[config.mk]
export PLATFORM = sky130hd
export DESIGN_NAME = ysyx_24100006_wbu
export DESIGN_NICKNAME = d
export VERILOG_FILES = /design/src/rtl/ysyx_24100006_wb_pkg.sv /design/src/rtl/ysyx_24100006_load_ext.sv /design/src/rtl/ysyx_24100006_wbu.sv
export SDC_FILE = /design/constraint.sdc
export NUM_CORES = 1
export LEC_CHECK = 0
export CORE_AREA = 2 2 133 135
export DETAILED_ROUTE_END_ITERATION = 10
export DIE_AREA = 0 0 135 137
export PLACE_DENSITY = 0.68
export SLEW_MARGIN = 25
export SYNTH_ARGS = -nofsm -noshare
export SYNTH_HDL_FRONTEND = slang
export SYNTH_SLANG_ARGS = --single-unit
[constraint.sdc]
create_clock -name clk -period 2.11 [get_ports clk]
set_clock_uncertainty 0.15 [all_clocks]
set_input_delay 0.422 -clock clk [delete_from_list [all_inputs] [get_ports clk]]
set_output_delay 0.422 -clock clk [all_outputs]
set_load 0.02 [all_outputs]
[src/rtl/ysyx_24100006_wb_pkg.sv]
// Shared write-back definitions: WBU state encoding, GPR source selects and
// load-type (funct3) encodings also consumed by the LSU.
package ysyx_24100006_wb_pkg;

  typedef enum logic [1:0] {
    WB_IDLE   = 2'd0,
    WB_COMMIT = 2'd1,
    WB_TRAP   = 2'd2,
    WB_FLUSH  = 2'd3
  } wb_state_t;

  localparam logic [1:0] GPR_SEL_DEC = 2'b00;
  localparam logic [1:0] GPR_SEL_ALU = 2'b01;
  localparam logic [1:0] GPR_SEL_MEM = 2'b10;

  localparam logic [2:0] MASK_LB  = 3'b000;
  localparam logic [2:0] MASK_LH  = 3'b001;
  localparam logic [2:0] MASK_LW  = 3'b010;
  localparam logic [2:0] MASK_LBU = 3'b100;
  localparam logic [2:0] MASK_LHU = 3'b101;

endpackage

[src/rtl/ysyx_24100006_load_ext.sv]
// Combinational load extension: picks the byte/half at the byte offset and
// sign- or zero-extends it; unknown load types pass the full word through.
module ysyx_24100006_load_ext
  import ysyx_24100006_wb_pkg::*;
#(
  parameter int unsigned XLEN = 32
) (
  input  logic [XLEN-1:0] rdata,
  input  logic [1:0]      addr_lo,
  input  logic [2:0]      mask,
  output logic [XLEN-1:0] data
);

  logic [7:0]  byte_sel;
  logic [15:0] half_sel;

  always_comb begin
    byte_sel = rdata[{addr_lo, 3'b000} +: 8];
    // Halfword offset ignores bit 0; misaligned halves are not split.
    half_sel = rdata[{addr_lo[1], 4'b0000} +: 16];
    case (mask)
      MASK_LB:  data = {{(XLEN-8){byte_sel[7]}}, byte_sel};
      MASK_LH:  data = {{(XLEN-16){half_sel[15]}}, half_sel};
      MASK_LBU: data = {{(XLEN-8){1'b0}}, byte_sel};
      MASK_LHU: data = {{(XLEN-16){1'b0}}, half_sel};
      default:  data = rdata;
    endcase
  end

endmodule

[src/rtl/ysyx_24100006_wbu.sv]
// Write-back stage: registered GPR/CSR write strobes, load extension and the
// trap -> flush/redirect sequence. WBU_DIFFTEST_EN adds retirement tracing ports.
module ysyx_24100006_wbu
  import ysyx_24100006_wb_pkg::*;
#(
  parameter int unsigned XLEN   = 32,
  parameter int unsigned GPR_AW = 4
) (
  input  logic              clk,
  input  logic              reset,
  input  logic              wb_out_valid,
  output logic              wb_out_ready,
  input  logic              Gpr_Write_M,
  input  logic [GPR_AW-1:0] Gpr_Write_Addr_M,
  input  logic [1:0]        Gpr_Write_RD_M,
  input  logic [XLEN-1:0]   alu_result_M,
  input  logic [XLEN-1:0]   wdata_gpr_M,
  input  logic [XLEN-1:0]   mem_rdata_M,
  input  logic [1:0]        mem_addr_lo_M,
  input  logic [2:0]        Mem_Mask_M,
  input  logic              Csr_Write_M,
  input  logic [11:0]       Csr_Write_Addr_M,
  input  logic [XLEN-1:0]   wdata_csr_M,
  input  logic              irq_M,
  input  logic [3:0]        irq_no_M,
  input  logic [XLEN-1:0]   mtvec_i,
  output logic              Gpr_Write_W,
  output logic [GPR_AW-1:0] Gpr_Write_Addr_W,
  output logic [XLEN-1:0]   wdata_gpr_W,
  output logic              Csr_Write_W,
  output logic [11:0]       Csr_Write_Addr_W,
  output logic [XLEN-1:0]   wdata_csr_W,
  output logic              irq_W,
  output logic [3:0]        irq_no_W,
  output logic              flush_o,
  output logic [XLEN-1:0]   redirect_pc_o,
`ifdef WBU_DIFFTEST_EN
  input  logic [XLEN-1:0]   pc_M,
  input  logic              is_break_M,
  output logic              retire_o,
  output logic [XLEN-1:0]   pc_W,
  output logic              ebreak_W,
  output logic [31:0]       retire_cnt,
`endif
  output logic [XLEN-1:0]   wb_fw_data
);

  wb_state_t       state;
  logic            accept;
  logic [XLEN-1:0] load_data;
  logic [XLEN-1:0] gpr_data;

  assign wb_out_ready = (state == WB_IDLE) || (state == WB_COMMIT);
  assign accept       = wb_out_valid & wb_out_ready;
  assign wb_fw_data   = wdata_gpr_W;
  // mtvec is sampled live in the FLUSH cycle so the TRAP-cycle CSR update is seen.
  assign redirect_pc_o = flush_o ? mtvec_i : '0;

  ysyx_24100006_load_ext #(.XLEN(XLEN)) u_load_ext (
    .rdata   (mem_rdata_M),
    .addr_lo (mem_addr_lo_M),
    .mask    (Mem_Mask_M),
    .data    (load_data)
  );

  always_comb begin
    case (Gpr_Write_RD_M)
      GPR_SEL_ALU: gpr_data = alu_result_M;
      GPR_SEL_MEM: gpr_data = load_data;
      default:     gpr_data = wdata_gpr_M;
    endcase
  end

  always_ff @(posedge clk) begin
    if (!reset) begin
      state            <= WB_IDLE;
      Gpr_Write_W      <= 1'b0;
      Gpr_Write_Addr_W <= '0;
      wdata_gpr_W      <= '0;
      Csr_Write_W      <= 1'b0;
      Csr_Write_Addr_W <= '0;
      wdata_csr_W      <= '0;
      irq_W            <= 1'b0;
      irq_no_W         <= '0;
      flush_o          <= 1'b0;
    end else begin
      Gpr_Write_W <= 1'b0;
      Csr_Write_W <= 1'b0;
      irq_W       <= 1'b0;
      flush_o     <= 1'b0;
      case (state)
        WB_IDLE, WB_COMMIT: begin
          if (accept) begin
            Gpr_Write_W      <= Gpr_Write_M & (Gpr_Write_Addr_M != '0) & ~irq_M;
            Gpr_Write_Addr_W <= Gpr_Write_Addr_M;
            wdata_gpr_W      <= gpr_data;
            Csr_Write_W      <= Csr_Write_M & ~irq_M;
            Csr_Write_Addr_W <= Csr_Write_Addr_M;
            wdata_csr_W      <= wdata_csr_M;
            irq_W            <= irq_M;
            irq_no_W         <= irq_no_M;
            state            <= irq_M ? WB_TRAP : WB_COMMIT;
          end else begin
            state <= WB_IDLE;
          end
        end
        WB_TRAP: begin
          flush_o <= 1'b1;
          state   <= WB_FLUSH;
        end
        default: state <= WB_IDLE;
      endcase
    end
  end

`ifdef WBU_DIFFTEST_EN
  always_ff @(posedge clk) begin
    if (!reset) begin
      retire_o   <= 1'b0;
      pc_W       <= '0;
      ebreak_W   <= 1'b0;
      retire_cnt <= '0;
    end else begin
      retire_o <= accept;
      if (accept) begin
        pc_W       <= pc_M;
        ebreak_W   <= is_break_M;
        retire_cnt <= retire_cnt + 32'd1;
      end
    end
  end
`endif

endmodule

==> results of run 1 <==
-- final timing paths --
| path | from | to | slack [ns] | cells after the start |
|---|---|---|---|---|
| setup / recovery | wb_fw_data[9] | wb_fw_data[9] | 0.08 | 1 |
| hold / removal | state[0] | flush_o | 0.28 | 1 |
| hold reg to reg | state[0] | flush_o | 0.28 | 1 |
| setup reg to reg | state[1] | wb_fw_data[21] | 0.57 | 5 |
-- cells in the mapped netlist (all sizes together) (3+ instances only) --
cell | number | area share (%)
a22o | 5 | 0.89
a21boi | 53 | 8.1
o21ai | 63 | 6.4
inv | 30 | 2.3
mux2i | 6 | 1.2
a311oi | 3 | 0.54
a2111oi | 4 | 0.72
o211ai | 8 | 1.2
clkbuf | 36 | 2.8
mux2 | 3 | 0.69
nor2b | 3 | 0.38
o22ai | 5 | 0.77
and2 | 34 | 4.3
dfxtp | 90 | 37
buf | 44 | 6.2
nand2b | 8 | 1.0
a22oi | 17 | 2.6
a32o | 3 | 0.61
nand2 | 163 | 12
and3 | 7 | 0.89
nand4 | 3 | 0.38
nor2 | 7 | 0.54
a21oi | 23 | 2.4
o31ai | 9 | 1.4
a221o | 3 | 0.61
-- timing repair --
| action | 4_1_cts | 5_1_grt |
|---|---|---|
| resized for setup | 31 | 12 |
| pin swaps | 0 | 0 |
| endpoints found under the setup margin | 31 | 15 |
-- report_power, final --
part | internal [W] | total, W | leakage (nW) | switching (W)
logic | 0.000900 | 0.00170 | 2.75 | 0.000797
registers | 0.00183 | 0.00192 | 0.740 | 0.0000897
clock network | 0.000857 | 0.00164 | 0.143 | 0.000779
total | 0.00358 | 0.00525 | 3.63 | 0.00167
-- layer usage --
layer	global-route usage, %	wire, µm
met1	24.0	8110
met2	39.4	10600
met5	0	0
met3	5.33	1800
met4	8.04	570
-- final cells by class --
class	instances	area share, %
clock buffers	10	2.66
clock inverters	6	0.655
inverters	30	1.25
multi-input cells	450	28.8
flip-flops and latches	90	20.1
well taps	225	3.14
repair buffers	398	43.4
-- registers in the layout, indices dropped and copies added, names as in the netlist --
register / count
flush_o: 1
Gpr_Write_W: 1
wb_fw_data: 32
irq_W: 1
Csr_Write_Addr_W: 12
irq_no_W: 4
wdata_csr_W: 32
state: 2
Csr_Write_W: 1
Gpr_Write_Addr_W: 4
-- logic make-up (layout without fill, tap and decap cells) --
family | Yosys count | count (layout) | synth area share (%)
compound gates | 205 | 205 | 28.0
flops | 90 | 90 | 36.8
buf+inv | 110 | 444 | 11.2
fa+ha+maj | 2 | 2 | 0.511
simple gates | 233 | 233 | 21.1
mux | 10 | 10 | 2.38
-- through the flow --
| step | instances | hold WS (ns) | area [µm²] |
|---|---|---|---|
| after floorplan | 650 | 0.250 | 4900 |
| after global placement | 1193 | 0.264 | 8680 |
| after detailed placement | 1193 | 0.264 | 8680 |
| after CTS | 1209 | 0.275 | 8940 |
| after global routing | 1209 | 0.297 | 8980 |
| final | 1209 | 0.277 | 8980 |
==> impl_metrics.csv, run 1 <==
group,metric,value,unit
power,finalPower,0.00525,W
clocking,cts_hold_repair.buffers,0,
setup_path,cpPeakStageDelay,0.65,ns
cells_and_area,nFillCells,1637,
floorplanning,dieWidth,135,µm
setup_path,end_kind,"primary output",
global_routing,overflow,0,
floorplanning,fp.dieArea,18500,µm²
cells_and_area,fin_util,52.6,%
logic_synthesis,yosys_warnings,0,
timing,hold_violations,0,
floorplanning,row_count,48,
job,cap_violations,0,
route,drc_errors,0,
setup_path,cp_data_arrival_time,1.46,ns
clocking,clockBufferDepth,2,
clocking,clkLatencyLatePin,0.35,ns
timing,rsz0062_at_grt,"true",
timing,worstMarginPinSlew,0.402,ns
timing,setup_viol,0,
global_routing,grt_pass1_wl,30300,µm
timing,fin_crit,2.03,ns
floorplanning,num_io_pins,346,
clocking,clk_pin_slew,0.07,ns
route,via_count,5734,
logic_synthesis,synth_edf_count,0,
cells_and_area,drive_gt1_share,8.94,%
route,wl,21100,µm
timing,clock.fmax,0.492,GHz
cells_and_area,final_nets,1174,
clocking,clock-root-buffer,"clkbuf_16",
route,routed_via_density,4.74,
logic_synthesis,ys.flop_type,"dfxtp_1",
hold_path,hold_class,"flip-flop to flip-flop",
power,peakVddDrop,0.000419,V
route,dr.pass1.iters,4,
setup_path,cp_max_fo,4,
route,wl_per_cell,17.4,µm
timing,maxSlewHeadroom,72.5,%
clocking,cts_buffers,9,
power,power_density,585,nW/µm²
power,total_leakage_power,3.63,nW
setup_path,cp-start-kind,"flip-flop",
clocking,tritoncts,"built",
logic_synthesis,ys_ff_latch,90,
setup_path,slowest_stage,"clkdlybuf4s50_1",
logic_synthesis,synth.net_count,845,
logic_synthesis,yosys.cell_types.count,45,
cells_and_area,multi_input_area,2590,µm²
cells_and_area,final_cell_mix,"311 x clkdlybuf4s50_1, 163 x nand2_1, 90 x dfxtp_1",
timing,min_period_over_period,96.4,%
logic_synthesis,postSynthCellCount,650,
place,pre_cts_slack,-0.287,ns
timing,tns,0,ns
logic_synthesis,yosysSeqAreaShare,36.8,%
cells_and_area,area_growth,83.4,%
cells_and_area,n_antenna_cell,0,
logic_synthesis,syn_area_per_cell,7.53,µm²
place,gp_congestion,0.960,
global_routing,grt_max_degree,53,
setup_path,path_cells,"clkdlybuf4s50_1",
floorplanning,chipHeight,137,µm
floorplanning,initial_core_util,28.7,%
global_routing,antenna_found_initial,0,
place,post-dp-hpwl,16600,µm
route,ant_nets,0,
cells_and_area,area.sequential,1800,µm²
clocking,h-tree-depth,3,
run_status,outcome,"finished clean",
setup_path,critical_path_class,"flip-flop to primary output",
setup_path,required,1.54,ns
logic_synthesis,async_flop_share,0,%
timing,slew_viol_final,0,
timing,fin_ws,0.0756,ns
logic_synthesis,netlist_area,4900,µm²
clocking,post_cts_buffers,0,
setup_path,cp_num_buf_inv,1,
global_routing,track_usage,21.5,%
cells_and_area,final_common_cell,"clkdlybuf4s50_1",
setup_path,critPathTopFamily,"buffers and inverters",
clocking,clock_sinks,90,
place,port_buffers,345,
route,first_iter_violations,319,
floorplanning,coreArea,17100,µm²
global_routing,grt_pass1_vias,5419,
No activity file was read; power rests on OpenSTA's default activity.
==> inputs of run 2 (changes only) <==
--- a/config.mk
+++ b/config.mk
@@ -8,6 +8,7 @@
 export CORE_AREA = 2 2 133 135
 export DETAILED_ROUTE_END_ITERATION = 10
 export DIE_AREA = 0 0 135 137
+export GPL_ROUTABILITY_DRIVEN = 0
 export PLACE_DENSITY = 0.68
 export SLEW_MARGIN = 25
 export SYNTH_ARGS = -nofsm -noshare
==> run 2 against run 1 <==
Effect of this change: first-iteration DRC count shrank 1.9%; sequential power is essentially flat; final cell count is essentially flat; register-to-register slack is essentially flat; flip-flop and latch count is the same; sequential share of layout area shrank 0.078 points; fmax shrank 0.60%; combinational power is essentially flat; global-route usage shrank 0.45 points; wire length shrank 1.4%; utilization grew 0.21 points; critical path type unchanged; critical endpoint is now flush_o; highest routed layer unchanged.
==> impl_metrics.csv, run 2 (synthesized netlist as in run 1, its figures left out) <==
group,metric,value,unit
route,first_iter_violations,313,
cells_and_area,n_antenna_cell,0,
route,via_count,5801,
global_routing,grtUsageMet1,23.5,%
power,p_comb_share,32.4,%
clocking,cts_buffers,9,
clocking,clock_sinks,90,
setup_path,critical_path_class,"flip-flop to primary output",
clocking,clock-root-buffer,"clkbuf_16",
global_routing,antenna_found_initial,0,
place,placedInstanceArea,8710,µm²
power,finalPower,0.00524,W
global_routing,grt_pass1_vias,5390,
place,post-dp-hpwl,16400,µm
route,ant_nets,0,
clocking,tritoncts,"built",
global_routing,met3_usage,4.78,%
timing,hold_violations,0,
cells_and_area,layout.cells.non_filler,1208,
power,switching_power,0.00167,W
clocking,post_cts_buffers,0,
floorplanning,initial_core_util,28.7,%
global_routing,grtUsageMet2,38.9,%
clocking,clkLatencyLatePin,0.34,ns
power,power_density,582,nW/µm²
timing,rsz0062_at_grt,"false",
setup_path,path_cells,"buf_12 > clkdlybuf4s50_1",
global_routing,grt_pass1_wl,29800,µm
route,drc_errors,0,
timing,min_period_over_period,97.0,%
global_routing,track_usage,21.0,%
global_routing,busiest_layer,"met2",
setup_path,cp-start-kind,"flip-flop",
floorplanning,coreArea,17100,µm²
timing,setup_viol,0,
clocking,clk_pin_slew,0.07,ns
power,sequentialPowerShare,36.5,%
setup_path,end_kind,"primary output",
run_status,outcome,"finished clean",
cells_and_area,nFillCells,1648,
timing,maxSlewHeadroom,71.2,%
cells_and_area,final_nets,1173,
hold_path,hold_class,"flip-flop to flip-flop",
floorplanning,chipHeight,137,µm
setup_path,cp_data_arrival_time,1.47,ns
global_routing,grt_max_degree,53,
cells_and_area,final_common_cell,"clkdlybuf4s50_1",
cells_and_area,final_cell_mix,"311 x clkdlybuf4s50_1, 163 x nand2_1, 90 x dfxtp_1",
setup_path,cpPeakStageDelay,0.61,ns
cells_and_area,fin_area,9010,µm²
job,cap_violations,0,
place,pre_cts_slack,-0.297,ns
timing,whs,0.273,ns
cells_and_area,drive_gt1_share,8.55,%
route,dr.pass1.iters,5,
timing,clock.fmax,0.489,GHz
power,total_leakage_power,3.64,nW
floorplanning,row_count,48,
place,dp.cells,1192,
timing,slew_viol_final,0,
setup_path,required,1.54,ns
cells_and_area,area_growth,84.1,%
power,internal_power,0.00358,W
timing,fin_ws,0.0632,ns
route,wl_per_cell,17.2,µm
route,routed_via_density,4.80,
floorplanning,fp.dieArea,18500,µm²
place,port_buffers,345,
route,wl,20800,µm
clocking,clockBufferDepth,2,
floorplanning,dieWidth,135,µm
floorplanning,num_io_pins,346,
timing,fin_crit,2.05,ns
timing,worstMarginPinSlew,0.426,ns
power,p_clk_share,31.1,%
setup_path,slowest_stage,"clkdlybuf4s50_1",
power,p_sw_share,31.8,%
setup_path,cp_max_fo,33,
power,peakVddDrop,0.000358,V
clocking,h-tree-depth,3,
global_routing,overflow,0,
==> run 2: per-layer routing <==
| layer | vias up | wire length (µm) |
|---|---|---|
| met5 | - | 0 |
| met4 | 0 | 551 |
| met3 | 36 | 1910 |
| met2 | 304 | 10600 |
| met1 | 2624 | 7720 |
| li1 | 2837 | - |
==> run 2: area by class of cell <==
class                   instances  area (µm²)  area share (%)
clock inverters                 7        81.3           0.902
multi-input cells             450        2590            28.7
repair buffers                397        3930            43.5
inverters                      30         113            1.25
clock buffers                   9         225            2.50
flip-flops and latches         90        1800            20.0
well taps                     225         282            3.12
==> run 2: through the flow <==
step           util [%]  setup TNS (ns)
2_1_floorplan         -               0
3_3_place_gp       51.1           -8.17
3_5_place_dp       51.1           -9.13
4_1_cts            52.6               0
5_1_grt            52.9               0
6_report           52.9               0
==> run 2: worst max-delay path: cells and delay by family, from the launching register on <==
kind     cells  cell delay [ns]
buf+inv      2             0.77
flops        1             0.35
==> run 2: timing repair <==
item | CTS | global route
resized for setup | 31 | 11
gates cloned | 0 | 0
pin swaps | 0 | 1
hold buffers | 0 | 0
setup endpoints to repair | 31 | 14
==> run 2: worst paths after layout <==
check                               from        endpoint  slack [ns]  depth (start not counted)
worst max-delay path             flush_o         flush_o        0.06                          2
worst min register to register  state[0]         flush_o        0.27                          1
worst max register to register  state[1]  wb_fw_data[16]        0.58                          5
worst min-delay path            state[0]         flush_o        0.27                          1
==> run 2: power groups by stage <==
stage / combinational, W / clock (W) / sequential, W
after CTS: 0.00169 / 0.00169 / 0.00192
after global routing: 0.00181 / 0.00176 / 0.00193
final: 0.00170 / 0.00163 / 0.00192
after global placement: 0.00170 / 0 / 0.00195
after floorplan: 0.000606 / 0 / 0.00209
after detailed placement: 0.00170 / 0 / 0.00196
